### config.mk
export PLATFORM = sky130hd
export DESIGN_NAME = control_rotativo_flat
export DESIGN_NICKNAME = d
export VERILOG_FILES = /design/src/rtl/control_rotativo_if.sv /design/src/rtl/control_rotativo.sv /design/src/flat_wrapper.sv
export SDC_FILE = /design/constraint.sdc
export NUM_CORES = 1
export LEC_CHECK = 0
export CAP_MARGIN = 15
export CORE_MARGIN = 2
export CORE_UTILIZATION = 27
export DETAILED_ROUTE_END_ITERATION = 12
export GPL_TIMING_DRIVEN = 0
export SLEW_MARGIN = 30
export SYNTH_ARGS = -nofsm -noshare
export SYNTH_HDL_FRONTEND = slang
export SYNTH_SLANG_ARGS = --single-unit
### constraint.sdc
create_clock -name CLK -period 8 [get_ports CLK]
set_input_delay 1.2 -clock CLK [delete_from_list [all_inputs] [get_ports CLK]]
set_output_delay 1.2 -clock CLK [all_outputs]
set_load 0.02 [all_outputs]
### src/rtl/control_rotativo_if.sv
// Commit bus between the rotary sequencer and the configuration register file.
// The sequencer drives the request side and the register file returns the acknowledge.
interface control_rotativo_if #(
  parameter int WIDTH = 8
);
  logic             WR_VALID;
  logic [1:0]       WR_ADDR;
  logic [WIDTH-1:0] WR_DATA;
  logic             WR_ACK;

  modport master (output WR_VALID, output WR_ADDR, output WR_DATA, input WR_ACK);
  modport slave  (input WR_VALID, input WR_ADDR, input WR_DATA, output WR_ACK);
endinterface

### src/rtl/control_rotativo.sv
// Rotary encoder sequencer: four saturating setting registers with velocity-dependent steps,
// committed downstream over a valid/acknowledge bus after a button press or an idle timeout.
module control_rotativo #(
  parameter int WIDTH     = 8,
  parameter int VMIN      = 0,
  parameter int VMAX      = 255,
  parameter int STEP_SLOW = 1,
  parameter int STEP_FAST = 8,
  parameter int FAST_WIN  = 250000,
  parameter int IDLE_TO   = 25000000
) (
  input  logic             CLK,
  input  logic             RST,
  input  logic             EV,
  input  logic             IZ,
  input  logic             PB,
  output logic [1:0]       SEL,
  output logic [WIDTH-1:0] VAL,
  output logic             DIRTY,
  control_rotativo_if.master wr
);

  typedef enum logic [1:0] {ST_IDLE, ST_EDIT, ST_COMMIT} state_t;

  localparam logic [WIDTH:0]   VMAX_X      = (WIDTH+1)'(VMAX);
  localparam logic [WIDTH:0]   VMIN_X      = (WIDTH+1)'(VMIN);
  localparam logic [WIDTH-1:0] VMAX_W      = WIDTH'(VMAX);
  localparam logic [WIDTH-1:0] VMIN_W      = WIDTH'(VMIN);
  localparam logic [WIDTH:0]   STEP_SLOW_X = (WIDTH+1)'(STEP_SLOW);
  localparam logic [WIDTH:0]   STEP_FAST_X = (WIDTH+1)'(STEP_FAST);
  localparam logic [25:0]      FAST_WIN_T  = 26'(FAST_WIN);
  localparam logic [25:0]      IDLE_LAST   = 26'(IDLE_TO - 1);
  localparam logic [25:0]      GAP_MAX     = '1;

  state_t           state_q, state_d;
  logic [WIDTH-1:0] regs_q [4];
  logic [WIDTH-1:0] regs_d [4];
  logic [1:0]       sel_q, sel_d;
  logic [WIDTH-1:0] val_q, val_d;
  logic             dirty_q, dirty_d;
  logic             wr_valid_q, wr_valid_d;
  logic [1:0]       wr_addr_q, wr_addr_d;
  logic [WIDTH-1:0] wr_data_q, wr_data_d;
  logic [25:0]      gap_q, gap_d;
  logic [25:0]      idle_q, idle_d;

  logic [WIDTH-1:0] cur;
  logic [WIDTH:0]   step;
  logic [WIDTH:0]   sum;
  logic [WIDTH:0]   floor_sum;
  logic [WIDTH-1:0] stepped;
  logic             commit_go;

  // Saturating step, evaluated one bit wider than the register so nothing wraps.
  always_comb begin
    cur       = regs_q[sel_q];
    step      = (gap_q < FAST_WIN_T) ? STEP_FAST_X : STEP_SLOW_X;
    sum       = {1'b0, cur} + step;
    floor_sum = VMIN_X + step;
    if (IZ) begin
      stepped = ({1'b0, cur} < floor_sum) ? VMIN_W : (cur - step[WIDTH-1:0]);
    end else begin
      stepped = (sum > VMAX_X) ? VMAX_W : sum[WIDTH-1:0];
    end
  end

  always_comb begin
    state_d    = state_q;
    regs_d     = regs_q;
    sel_d      = sel_q;
    dirty_d    = dirty_q;
    wr_valid_d = wr_valid_q;
    wr_addr_d  = wr_addr_q;
    wr_data_d  = wr_data_q;
    idle_d     = idle_q;
    commit_go  = 1'b0;

    if (EV && state_q != ST_COMMIT) begin
      gap_d = '0;
    end else begin
      gap_d = (gap_q == GAP_MAX) ? gap_q : gap_q + 26'd1;
    end

    case (state_q)
      ST_IDLE: begin
        if (EV) begin
          regs_d[sel_q] = stepped;
          dirty_d       = 1'b1;
          idle_d        = '0;
          state_d       = ST_EDIT;
        end else if (PB) begin
          sel_d = sel_q + 2'd1;
        end
      end
      ST_EDIT: begin
        if (EV) begin
          regs_d[sel_q] = stepped;
          idle_d        = '0;
          commit_go     = PB;
        end else if (PB || idle_q == IDLE_LAST) begin
          commit_go = 1'b1;
        end else begin
          idle_d = idle_q + 26'd1;
        end
        if (commit_go) begin
          // The committed data includes a step taken on the same edge as the button.
          state_d    = ST_COMMIT;
          wr_valid_d = 1'b1;
          wr_addr_d  = sel_q;
          wr_data_d  = EV ? stepped : cur;
        end
      end
      ST_COMMIT: begin
        if (wr.WR_ACK) begin
          wr_valid_d = 1'b0;
          dirty_d    = 1'b0;
          state_d    = ST_IDLE;
        end
      end
      default: state_d = ST_IDLE;
    endcase

    val_d = regs_d[sel_d];
  end

  for (genvar gi = 0; gi < 4; gi++) begin : g_regs
    always_ff @(posedge CLK) begin
      if (RST) begin
        regs_q[gi] <= VMIN_W;
      end else begin
        regs_q[gi] <= regs_d[gi];
      end
    end
  end

  always_ff @(posedge CLK) begin
    if (RST) begin
      state_q    <= ST_IDLE;
      sel_q      <= '0;
      val_q      <= VMIN_W;
      dirty_q    <= 1'b0;
      wr_valid_q <= 1'b0;
      wr_addr_q  <= '0;
      wr_data_q  <= '0;
      gap_q      <= GAP_MAX;
      idle_q     <= '0;
    end else begin
      state_q    <= state_d;
      sel_q      <= sel_d;
      val_q      <= val_d;
      dirty_q    <= dirty_d;
      wr_valid_q <= wr_valid_d;
      wr_addr_q  <= wr_addr_d;
      wr_data_q  <= wr_data_d;
      gap_q      <= gap_d;
      idle_q     <= idle_d;
    end
  end

  assign SEL         = sel_q;
  assign VAL         = val_q;
  assign DIRTY       = dirty_q;
  assign wr.WR_VALID = wr_valid_q;
  assign wr.WR_ADDR  = wr_addr_q;
  assign wr.WR_DATA  = wr_data_q;

endmodule

### src/flat_wrapper.sv
// flat-port wrapper written by rule: the top's interface ports become plain ports
module control_rotativo_flat 
#(
  parameter int WIDTH     = 8,
  parameter int VMIN      = 0,
  parameter int VMAX      = 255,
  parameter int STEP_SLOW = 1,
  parameter int STEP_FAST = 8,
  parameter int FAST_WIN  = 250000,
  parameter int IDLE_TO   = 25000000
)
  (CLK, RST, EV, IZ, PB, SEL, VAL, DIRTY, wr_WR_VALID, wr_WR_ADDR, wr_WR_DATA, wr_WR_ACK);
  control_rotativo_if #(.WIDTH(WIDTH)) wr_i ();
  input  logic CLK;
  input  logic RST;
  input  logic EV;
  input  logic IZ;
  input  logic PB;
  output logic [1:0] SEL;
  output logic [WIDTH-1:0] VAL;
  output logic DIRTY;
  output wire logic [$bits(wr_i.WR_VALID)-1:0] wr_WR_VALID;
  output wire logic [$bits(wr_i.WR_ADDR)-1:0] wr_WR_ADDR;
  output wire logic [$bits(wr_i.WR_DATA)-1:0] wr_WR_DATA;
  input wire logic [$bits(wr_i.WR_ACK)-1:0] wr_WR_ACK;
  assign wr_WR_VALID = wr_i.WR_VALID;
  assign wr_WR_ADDR = wr_i.WR_ADDR;
  assign wr_WR_DATA = wr_i.WR_DATA;
  assign wr_i.WR_ACK = wr_WR_ACK;
  control_rotativo #(.WIDTH(WIDTH), .VMIN(VMIN), .VMAX(VMAX), .STEP_SLOW(STEP_SLOW), .STEP_FAST(STEP_FAST), .FAST_WIN(FAST_WIN), .IDLE_TO(IDLE_TO)) u_core (.CLK(CLK), .RST(RST), .EV(EV), .IZ(IZ), .PB(PB), .SEL(SEL), .VAL(VAL), .DIRTY(DIRTY), .wr(wr_i));
endmodule
After elaboration in Yosys (flattened, before gate mapping)
Index checks and enable logic that the tools add are counted.

Multiplexer cells: 37. Equality and inequality tests: 10. Bitwise operators: 2. Order comparisons: 6. Add/sub/neg operators: 5. Reductions and logical operators: 13.

Operator list (number): $mux 26 (5); $mux 8 (9); $mux 32 (2); $add 26x1->26 const B (2); $pmux 26 s2 (1); $bmux 8 s2 (2); $bwmux 32 (1); $eq 26x25->1 const B (1); $eq 26x26->1 const B (1); $lt 26x18->1 const B (1); $demux 8 s2 (1); $mux 2 (6); $reduce_and 3->1 (4); $add 8x9->9 (1); $gt 9x8->1 const B (1); $lt 8x9->1 (1); $sub 8x8->8 (1); $ge 3x3->1 const B (2); $mux 1 (6); $ne 2x2->1 const B (3); $not 2->3 (2); $pmux 2 s3 (1); $reduce_bool 2->1 (3); $mux 4 (1); other kinds (12) (15).

Logic and storage cells: 86. Register bits after elaboration: 108. Input port bits: 6. Output and inout port bits: 22.

Logic depth before layout (Yosys ltp)
Word-level depth: 14. Mapped depth: 12. Mapped depth without buffers: 12.

Worst setup path after synthesis
Ideal clock, no wire load.

Kind: input to register. Start point: input port EV. End point: register u_core.idle_q[20]. Arrival time: 3056 ps. Setup time: 135 ps. Required time: 7865 ps. Path slack: 4809 ps. Cell stages on the path: 9. Path buffers: 3. Cell sequence: buf_2 > clkinv_1 > a21o_1 > or2_0 > clkbuf_1 > or3_1 > clkbuf_1 > o311ai_0 > o41ai_1.

Word-level cells in the longest chain between the ends: 2. Elaborated cells on any way between the ends: 5. Those cells by class: 2 x eq/ne; 2 x mux; 1 x reduce/logical.

Ends and longest elaborated chain: start, declared (RTL line flat_wrapper.sv:16) `input logic EV;`; $ne 3x3->1 (no line) (tied with other cells); $reduce_and 3->1 (no line) / $pmux 26 s2 (equally long branches); end signal, assigned (RTL line control_rotativo.sv:156) `idle_q <= idle_d;`; end, declared (RTL line control_rotativo.sv:45) `logic [25:0] idle_q, idle_d;`.

Parallel ways exist; a longest one is shown, timed or not. A chain may end at the register's enable or synchronous reset.

Worst setup path in the final report
Start point: input port PB. End point: register u_core.val_q[4], in the netlist u_core.VAL[4].

Word-level cells in the longest chain between the ends: 7.

Ends and longest elaborated chain: start, declared (RTL line flat_wrapper.sv:18) `input logic PB;`; $mux 2 (RTL line control_rotativo.sv:91) `end else if (PB) begin`; $mux 2 (RTL line control_rotativo.sv:86) `if (EV) begin`; $mux 2 (RTL line control_rotativo.sv:84) `case (state_q)`; $not 2->3 (implied by the code) (RTL line control_rotativo.sv:123) `val_d = regs_d[sel_d];`; $bmux 8 s2 (RTL line control_rotativo.sv:123); $mux 8 (implied by the code) (2 in a row) (RTL line control_rotativo.sv:123); end signal, assigned (RTL line control_rotativo.sv:150) `val_q <= val_d;`; end, declared (RTL line control_rotativo.sv:39) `logic [WIDTH-1:0] val_q, val_d;`.

No other way between the ends. The select of a mux whose other input is x is not followed.

==> impl_summary.txt <==
----------------------------------------------------
[Finish]
  Share of final-layout standard cells stronger than drive strength 1 ... 0.0634
  Number of fill cells in the layout ... 2314
  Antenna diode count ... 0
  P&R area growth vs syn ... 14.8%
  Number of nets in the final layout ... 754
  Layout Cells excl Fill ... 1021
  Core Util, Final ... 0.313

[Yosys]
  Share of Yosys cell area claimed by the top area cell type ... 0.367
  Total of warnings raised by yosys ... 0
  Post-synth cell types ... 71
  Nets in the synthesized netlist ... 719
  Most used DFF post-synth ... sky130_fd_sc_hd__dfxtp_1
  Main area contributors after synthesis ... sky130_fd_sc_hd__dfxtp_1, sky130_fd_sc_hd__nand2_1, sky130_fd_sc_hd__a21o_1
  Number of synthesized register bits ... roughly 110
  Cell count after synthesis ... 701
  Post-synth EDFFs ... 0
  Seq/Total Area, Yosys ... 0.367
  Share of synthesized flip-flops with an asynchronous set or reset ... 0
  Total standard cell area after synthesis ... 5890 sq um
  Post-synthesis average cell area ... 8.41 sq um
  Library cell occupying the most area in the post-synthesis netlist ... sky130_fd_sc_hd__dfxtp_1

[Critical path]
  Largest delay contributor family on the critical path ... simple AND/OR/NAND/NOR gates
  Startpoint of the most critical setup path ... PB
  Type of the worst setup path ... input pin to flop
  Reg2reg path depth ... 9
  Max incr delay on CP ... 0.63 ns
  Type of element capturing the critical path ... flop
  Origin of the critical flop-to-flop path ... u_core.SEL[0]
  Crit-path slowest cell ... sky130_fd_sc_hd__nor4b_1
  R2R Path End ... u_core.regs_q[15]
  Maximum fanout count along the critical path ... 9
  WP data required ... 8.26 ns
  Startpoint types ... input pin
  Cell Chain, Critical Path ... clkdlybuf4s50_1 -> nor4b_1 -> mux2i_1 -> nor2_1 -> o311ai_0 -> nor2b_1 -> o221ai_1
  Arrival time of the worst setup path ... 4.05 ns
  Register-to-register path setup slack ... 4.36 ns
  Number of buffer and inverter instances along the worst setup path ... 1

[Floorplanning]
  Height of the die ... between 150 and 200 um
  Count of pins on the block boundary ... 28
  Standard cell core area ... about 22000 sq um
  Number of standard-cell rows in the floorplan ... 54
  Total die area ... around 23000 sq um
  Starting utilization of the core area ... 0.273
  Overall die width ... ~150 um

[Placed design]
  Instance count after placement with tap cells included ... 1005
  Half-perimeter wire length of the detailed placement result ... between 10000 and 15000 um
  Buffers on Ports ... 24
  Final weighted congestion in routability-driven placement ... a little under 0.9

[Clocking]
  Library cell used as clock root buffer ... sky130_fd_sc_hd__clkbuf_16
  Number of clock sinks ... 108
  Clock transition at the register clock pins on the worst setup and hold paths after CTS ... 0.07 ns
  Post-CTS setup buffers ... 0
  CTS Hold Buffers Added ... 0
  # H-tree levels ... 3
  CTS buffer count ... 9
  CTS max path bufs ... 2
  Clock latency reported for the late side of the worst-skew pair ... 0.37 ns
  Clock tree from TritonCTS ... done
  Resized cells post-CTS ... 0

[GRT]
  Pin count of the biggest net entering global routing ... 19
  Total GRT Usage ... 0.143
  Wire length of the first global-routing pass ... ~26000 um
  Number of antenna violations at the first check in global routing ... 0
  Vias in the first global route ... just under 5000
  GR Overflow Total ... 0

[STA]
  Portion of the clock cycle consumed by the worst path in the final layout ... 0.473
  Final slew viol count ... 0
  Worst max-slew margin expressed relative to the limit ... 0.388
  Shortest period the worst path allows ... around 3.8 ns
  Pin slew with the least headroom to its limit ... 0.911 ns
  Sum of negative setup slack ... 0 ns
  Unrepaired setup endpoints after global routing ... false
  Final setup skew ... ~0.011 ns
  Final hold violation count ... 0
  Endpoints failing setup ... 0
  Highest achievable clock rate ... around 260 MHz

[Power]
  Worst vdd rail ir drop ... 0.0000853 V
  Total power consumption of the routed design ... 0.00133 W
  Static leakage ... 2.33 nW
  Power density cells ... 196 nW/um^2

[Drt]
  Drc violations ... 0
  Number of vias per cell after detailed routing ... around 5.2
  WL per Instance ... 15.6 um
  Total via count after detailed routing ... 5311
  Detailed-routing iteration count for the pre-antenna-repair pass ... 5
  Number of design-rule violations left by the first detailed-router iteration ... 493
  Count of antenna-violating nets left after detailed routing ... 0
  Overall routed net length ... 16000 um

[Outcome]
  Outcome ... complete, no violations

[Worst hold path]
  Hold Startpoint ... u_core.wr.WR_DATA[6]
  Hold/Removal Path Class ... flop to flop
  Count of cells along the worst hold path ... 1
  Worst Hold End ... u_core.wr.WR_DATA[6]

[Run]
  Max-cap violations ... 0

----------------------------------------------------
flip-flops by register name, indices dropped and copies added, names as in the netlist:
name and flops:
u_core.wr.WR_DATA 8, u_core.DIRTY 1, u_core.VAL 8, u_core.wr.WR_ADDR 2, u_core.SEL 2, u_core.regs_q 32, u_core.state_q 2, u_core.gap_q 26
u_core.wr.WR_VALID 1, u_core.idle_q 26
synthesized netlist by cell type, drive strengths merged, types with 3 or more instances:
cell type / count
or4: 3
xor2: 15
nand4: 12
o31a: 3
nand2: 81
and3: 5
a21o: 31
o31ai: 9
dfxtp: 108
inv: 19
o21ai: 16
nor2: 64
a31oi: 9
xnor2: 26
nor4: 14
buf: 11
nand2b: 6
clkbuf: 34
a21oi: 36
or3: 14
o311ai: 7
a211oi: 24
and4: 10
nor2b: 6
or2: 5
ha: 12
nor3: 26
nor4b: 4
mux4: 9
nand4b: 3
mux2i: 8
and2: 4
nand3: 27
o221ai: 4
stage by stage:
stage / hold slack (ns) / worst slack (ns) / instance area, sq um
final: 0.475 / 4.21 / 6770
after global placement: 0.454 / 3.94 / 6480
after detailed placement: 0.457 / 3.92 / 6490
after floorplan: 0.442 / 4.81 / 5890
after global routing: 0.487 / 3.99 / 6770
after CTS: 0.475 / 4.29 / 6770
per-layer routing:
layer  global-route usage  wire [um]  up-vias
li1                     -          -     2630
met1                0.196       7680     2514
met2                0.224       7260      141
met3               0.0180        614       26
met4               0.0681        409        0
met5                    0          0        -
placed cells by master (no fill, tap or decap), types with 7 or more instances in the layout:
cell / synthesis / final
sky130_fd_sc_hd__o311ai_0: 7 / 7
sky130_fd_sc_hd__mux2i_1: 8 / 8
sky130_fd_sc_hd__nand3_1: 27 / 27
sky130_fd_sc_hd__nand4_1: 12 / 12
sky130_fd_sc_hd__o31ai_1: 8 / 8
sky130_fd_sc_hd__nor2_1: 62 / 62
sky130_fd_sc_hd__a21oi_1: 36 / 36
sky130_fd_sc_hd__a31oi_1: 9 / 9
sky130_fd_sc_hd__dfxtp_1: 108 / 108
sky130_fd_sc_hd__clkdlybuf4s50_1: 0 / 24
sky130_fd_sc_hd__nor3_1: 26 / 26
sky130_fd_sc_hd__clkbuf_16: 0 / 9
sky130_fd_sc_hd__or3_1: 14 / 14
sky130_fd_sc_hd__xor2_1: 15 / 15
sky130_fd_sc_hd__clkbuf_1: 33 / 34
sky130_fd_sc_hd__a21o_1: 31 / 31
sky130_fd_sc_hd__ha_1: 12 / 12
sky130_fd_sc_hd__xnor2_1: 26 / 26
sky130_fd_sc_hd__a211oi_1: 23 / 23
sky130_fd_sc_hd__and4_1: 10 / 10
sky130_fd_sc_hd__nor4_1: 13 / 12
sky130_fd_sc_hd__nand2_1: 81 / 81
sky130_fd_sc_hd__o21ai_0: 16 / 16
sky130_fd_sc_hd__inv_1: 19 / 19
layout make-up:
type,instances,area [sq um],share of cell area
Multi-Input combinational cell,528,3480,0.514
Sequential cell,108,2160,0.319
Tap cell,280,350,0.0518
Timing Repair Buffer,24,240,0.0355
Clock buffer,10,229,0.0338
Buffer,45,186,0.0275
Inverter,20,75.1,0.0111
Clock inverter,6,48.8,0.00721
worst max path at each step:
stage                             end  cells after the start  slack (ns)
floorplan           u_core.idle_q[20]                      9        4.81
global placement        u_core.VAL[4]                      7        3.94
detailed placement      u_core.VAL[4]                      7        3.92
CTS                     u_core.VAL[4]                      7        4.29
global route            u_core.VAL[4]                      7        3.99
finish                  u_core.VAL[4]                      7        4.21
kinds of logic after synthesis:
kind of cell,after synthesis,share of synthesized area
XOR/XNOR,41,0.0609
multiplexers,19,0.0537
AND/OR/NAND/NOR,291,0.249
buffers and inverters,65,0.0444
AO/OA/AOI/OAI,165,0.200
adder cells (fa/ha/maj),12,0.0255
flip-flops,108,0.367
worst reg2reg max path: cells and delay by family (launching register included):
family | cells | cell delay [ns]
buffers and inverters | 1 | 0.25
DFF | 1 | 0.60
adders and majority gates | 1 | 0.44
AOI/OAI and AO/OA | 4 | 1.31
and+or+nand+nor | 2 | 0.31
muxes | 1 | 0.67
report_power, final:
group | internal [W] | switching, W | total, W
Combinational | 0.000119 | 0.000183 | 0.000302
Clock | 0.000214 | 0.000220 | 0.000434
Sequential | 0.000569 | 0.0000242 | 0.000593
Total | 0.000902 | 0.000427 | 0.00133
Note: power is estimated with default switching activity, not from simulation.
